## config.mk

```make
export PLATFORM = sky130hd
export DESIGN_NAME = spi_bus_arbiter
export DESIGN_NICKNAME = d
export VERILOG_FILES = /design/src/rtl/spi_bus_arbiter.sv
export SDC_FILE = /design/constraint.sdc
export NUM_CORES = 1
export LEC_CHECK = 0
export ABC_AREA = 1
export BUFFER_PORTS_ARGS = -buffer_cell sky130_fd_sc_hd__clkbuf_2
export CORE_ASPECT_RATIO = 1.4
export CORE_UTILIZATION = 65
export CTS_BUF_LIST = sky130_fd_sc_hd__clkbuf_8
export CTS_CLUSTER_DIAMETER = 150
export CTS_CLUSTER_SIZE = 28
export DETAILED_ROUTE_END_ITERATION = 8
export PLACE_DENSITY = 0.86
export SLEW_MARGIN = 0
export SYNTH_ARGS = -nofsm -noshare
export SYNTH_HDL_FRONTEND = slang
export SYNTH_SLANG_ARGS = --single-unit
```

## constraint.sdc

```tcl
create_clock -name clock -period 2.3 [get_ports clock]
set_input_delay 0 -clock clock [delete_from_list [all_inputs] [get_ports clock]]
set_output_delay 0 -clock clock [all_outputs]
set_load 0.01 [all_outputs]
```

## src/rtl/spi_bus_arbiter.sv

```systemverilog
// Arbitrates the shared SPI bus between the gain, ADC and DAC engines.
// Gain has fixed priority, ADC/DAC share a round-robin slot, grants time out and are followed by a fixed idle gap.
module spi_bus_arbiter #(
    parameter int GAP     = 2,
    parameter int TIMEOUT = 256
) (
    input  logic clock,
    input  logic reset,
    input  logic req_gain,
    input  logic req_adc,
    input  logic req_dac,
    input  logic done_gain,
    input  logic done_adc,
    input  logic done_dac,
    output logic enablegain,
    output logic enableadc,
    output logic enabledac,
    output logic spissb,
    output logic sf_ce0,
    output logic fpgainitb,
    output logic busy,
    output logic timeout_err
);

    // state    | meaning
    // ST_IDLE  | bus free, requests sampled every clock
    // ST_GRANT | one engine owns the bus, hold counter running
    // ST_GAP   | bus quiet for GAP clocks, requests ignored
    localparam logic [1:0] ST_IDLE  = 2'd0;
    localparam logic [1:0] ST_GRANT = 2'd1;
    localparam logic [1:0] ST_GAP   = 2'd2;

    localparam logic [15:0] HOLD_LAST = 16'(TIMEOUT - 1);
    localparam logic [3:0]  GAP_LOAD  = 4'(GAP - 1);

    logic [1:0]  state_q, state_d;
    logic [2:0]  en_q, en_d;          // bit0 gain, bit1 adc, bit2 dac
    logic [15:0] hold_q, hold_d;
    logic [3:0]  gap_q, gap_d;
    logic        rr_q, rr_d;          // 0 selects ADC, 1 selects DAC
    logic        busy_q, busy_d;
    logic        tmo_q, tmo_d;
    logic [2:0]  desel_q, desel_d;

    logic [2:0] req_v;
    logic [2:0] done_v;
    logic       own_req;
    logic       own_done;
    logic       grant_end;

    assign req_v    = {req_dac, req_adc, req_gain};
    assign done_v   = {done_dac, done_adc, done_gain};
    assign own_req  = |(en_q & req_v);
    assign own_done = |(en_q & done_v);

    always_comb begin
        state_d   = state_q;
        en_d      = en_q;
        hold_d    = hold_q;
        gap_d     = gap_q;
        rr_d      = rr_q;
        tmo_d     = 1'b0;
        desel_d   = 3'b111;
        grant_end = 1'b0;

        case (state_q)
            ST_IDLE: begin
                if (|req_v) begin
                    state_d = ST_GRANT;
                    hold_d  = 16'd0;
                    if (req_gain)
                        en_d = 3'b001;
                    else if (req_adc && req_dac)
                        en_d = rr_q ? 3'b100 : 3'b010;
                    else if (req_adc)
                        en_d = 3'b010;
                    else
                        en_d = 3'b100;
                end
            end
            ST_GRANT: begin
                // A normal end outranks a timeout landing on the same clock.
                if (own_done || !own_req) begin
                    grant_end = 1'b1;
                end else if (hold_q == HOLD_LAST) begin
                    grant_end = 1'b1;
                    tmo_d     = 1'b1;
                end else begin
                    hold_d = hold_q + 16'd1;
                end
                if (grant_end) begin
                    state_d = ST_GAP;
                    en_d    = 3'b000;
                    gap_d   = GAP_LOAD;
                    if (en_q[1])
                        rr_d = 1'b1;
                    else if (en_q[2])
                        rr_d = 1'b0;
                end
            end
            ST_GAP: begin
                if (gap_q == 4'd0)
                    state_d = ST_IDLE;
                else
                    gap_d = gap_q - 4'd1;
            end
            default: begin
                state_d = ST_IDLE;
                en_d    = 3'b000;
            end
        endcase

        busy_d = (state_d != ST_IDLE);
    end

    always_ff @(posedge clock) begin
        if (reset) begin
            state_q <= ST_IDLE;
            en_q    <= 3'b000;
            hold_q  <= 16'd0;
            gap_q   <= 4'd0;
            rr_q    <= 1'b0;
            busy_q  <= 1'b0;
            tmo_q   <= 1'b0;
            desel_q <= 3'b111;
        end else begin
            state_q <= state_d;
            en_q    <= en_d;
            hold_q  <= hold_d;
            gap_q   <= gap_d;
            rr_q    <= rr_d;
            busy_q  <= busy_d;
            tmo_q   <= tmo_d;
            desel_q <= desel_d;
        end
    end

    assign enablegain  = en_q[0];
    assign enableadc   = en_q[1];
    assign enabledac   = en_q[2];
    assign spissb      = desel_q[0];
    assign sf_ce0      = desel_q[1];
    assign fpgainitb   = desel_q[2];
    assign busy        = busy_q;
    assign timeout_err = tmo_q;

endmodule

```

==> reports/metrics.cfg <==
[run_status]
status=completed

[grt]
met2_usage=0.496
grt_pass1_wl_mm=5.96
top_usage_layer=met2
grt.overflow.total=0
use_met3=0.0315
track_usage=0.274
grt_pass1_vias=1474
grtUsageMet1=0.291
grt_max_degree=18
antenna_found_initial=0

[routing]
viasPerCell=5.22
antenna_left=0
first_pass_iters=4
wl_mm=3.52
avgRoutedWirePerCell_um=11.7
drc=0
dr.first_iter.drc_count=47
vias=1576

[floorplan]
core_area_um2=2470
rows=21
start_util=0.708
dieHeight_um=63.4
die-area_um2=2910
io_pins=16
die_w_um=45.8

[flow_run]
cap_violations=0

[worst_setup_path]
crit_arrival_ns=1.87
worstPathMaxFanout=16
crit_path_start_kind=flop
required_ns=2.46
crit_chain=ha_1 > nand3_4 > nor2_4 > nand2_4 > nand3_4 > nand2_4 > nand2_1 > o21ai_0
crit_buf_inv=0
cpPeakStageDelay_ns=0.41
crit_type=flop to flop
cp_slowest_cell=dfxtp_1
endpoint_kind=flop
crit_family=simple AND/OR/NAND/NOR gates

[power]
p_total_w=0.00124
powerDensity_nw_per_um2=661
leakagePower_nw=0.736
ir_drop_uv=596

[layout]
nFillCells=219
nNetsFinal=279
fin_area_um2=1880
drive_above_1_share=0.205
multi_input_area_um2=1040
seq_area_um2=561
area_delta_synth_final_pct=7.30
final_cell_mix=nand2_1, nor2_1, dfxtp_1, inv_1, nand3_1
insertedDiodeCount=0
final_common_cell=nand2_1
final_cells=302

[timing]
finalSetupViolations=0
timing.final.crit_share=0.741
fmax_mhz=587
slew_violations=0
skew_ns=0.0103
layout_setup_ws_ns=0.597
hold_viol=0
rsz0062_at_grt=false
setup_tns_ns=0
finalCriticalPeriod_ns=1.70

[placed_design]
hpwl_mm=2.65
place_area_um2=1800
detailedPlace.worstSlack_ns=0.602
dp.cells=297
port_buffers=12
finalWeightedCongestion=0.894

[logic_synthesis]
synth_cell_types=29
synthCells=257
yosysSeqAreaShare=0.320
synth.ff_latch_count=28
yosys_warnings=0
syn-cell-area_um2=1750
syn_area_per_cell_um2=6.81

[clock_tree]
cts_buffer_depth=2
cts_made_buffers=3
cts_root_buf=clkbuf_8
clock_latency_ns=0.28
cts_tree=built
h-tree-depth=1
cts.sinks=28
postCtsSetupRepairBufs=0
clk_pin_slew_worst_paths_ns=0.10

[min_path]
worstHoldPathType=primary input to flop

==> worst min-delay path: stages <==
cell	delay (ns)
clkbuf_2	0.08
nand2_1	0.06
inv_1	0.05
nor2_1	0.04
nand2_1	0.07
nor4_1	0.06
==> cells by family (layout without fill, tap and decap cells) <==
logic type,after synthesis,in the layout,share of synthesized area
buf+inv,32,41,0.0880
compound gates,34,34,0.124
fa+ha+maj,2,2,0.0143
simple gates,155,155,0.426
xor+xnor,5,5,0.0250
other cells,1,3,0.00214
flops,28,28,0.320
==> routing by layer <==
layer  up-vias  wire [um]
met1       707       1460
met3         4         81
li1        837          -
met2        28       1940
met5         -          0
met4         0         41
==> cells in the mapped netlist <==
cell type,n,area share
a21boi_0,1,0.0043
a21oi_1,12,0.034
a21oi_2,10,0.050
buf_4,3,0.013
buf_6,3,0.019
clkbuf_1,2,0.0043
conb_1,1,0.0021
dfxtp_1,28,0.32
ha_1,2,0.014
inv_1,20,0.043
inv_2,4,0.0086
nand2_1,70,0.15
nand2_2,11,0.039
nand2_4,2,0.013
nand3_1,14,0.040
nand3_2,2,0.011
nand3_4,2,0.020
nand4_1,4,0.014
nor2_1,37,0.079
nor2_2,5,0.018
nor2_4,2,0.013
nor2_8,1,0.011
nor3_1,3,0.0086
nor4_1,2,0.0072
o21ai_0,7,0.020
o21ai_1,1,0.0029
o21bai_1,3,0.013
xnor2_1,1,0.0050
xor2_1,4,0.020
==> cell type report <==
| type | count | share of cell area |
|---|---|---|
| repair buffers | 13 | 0.0373 |
| well taps | 34 | 0.0227 |
| clock buffers | 3 | 0.0220 |
| flip-flops and latches | 28 | 0.299 |
| inverters | 24 | 0.0480 |
| clock inverters | 1 | 0.0160 |
| multi-input cells | 199 | 0.555 |
==> final timing paths <==
| path | cells past startpoint | slack [ns] | from | end |
|---|---|---|---|---|
| worst max-delay path | 8 | 0.60 | hold_q[0]$_SDFFE_PP0P_ | hold_q[0]$_SDFFE_PP0P_ |
| worst min-delay path | 6 | 0.10 | done_gain | timeout_err$_SDFF_PP0_ |
| worst max register to register | 8 | 0.60 | hold_q[0]$_SDFFE_PP0P_ | hold_q[0]$_SDFFE_PP0P_ |
| worst min register to register | 2 | 0.48 | rr_q$_SDFFE_PP0P_ | rr_q$_SDFFE_PP0P_ |
==> report_power, final <==
group / switching, W / leakage (nW) / internal [W]
Clock: 0.000155 / 0.0357 / 0.000233
Combinational: 0.000214 / 0.473 / 0.0000920
Sequential: 0.0000316 / 0.227 / 0.000515
==> flip-flops by register name, summed over array words and instances, names as in the netlist <==
name,flops
hold_q,16
gap_q,4
en_q,3
state_q,2
busy,1
rr_q,1
timeout_err,1
==> repair_timing <==
action | CTS | global route
hold buffers | 1 | 0
endpoints found under the hold margin | 1 | 0
resized for setup | 0 | 0
==> through the flow <==
step	hold slack (ns)	util
3_5_place_dp	0.295	0.727
5_1_grt	0.162	0.760
3_3_place_gp	0.292	0.727
2_1_floorplan	0.147	-
6_report	0.103	0.760
4_1_cts	0.0993	0.760
(Power assumes the default switching activity.)
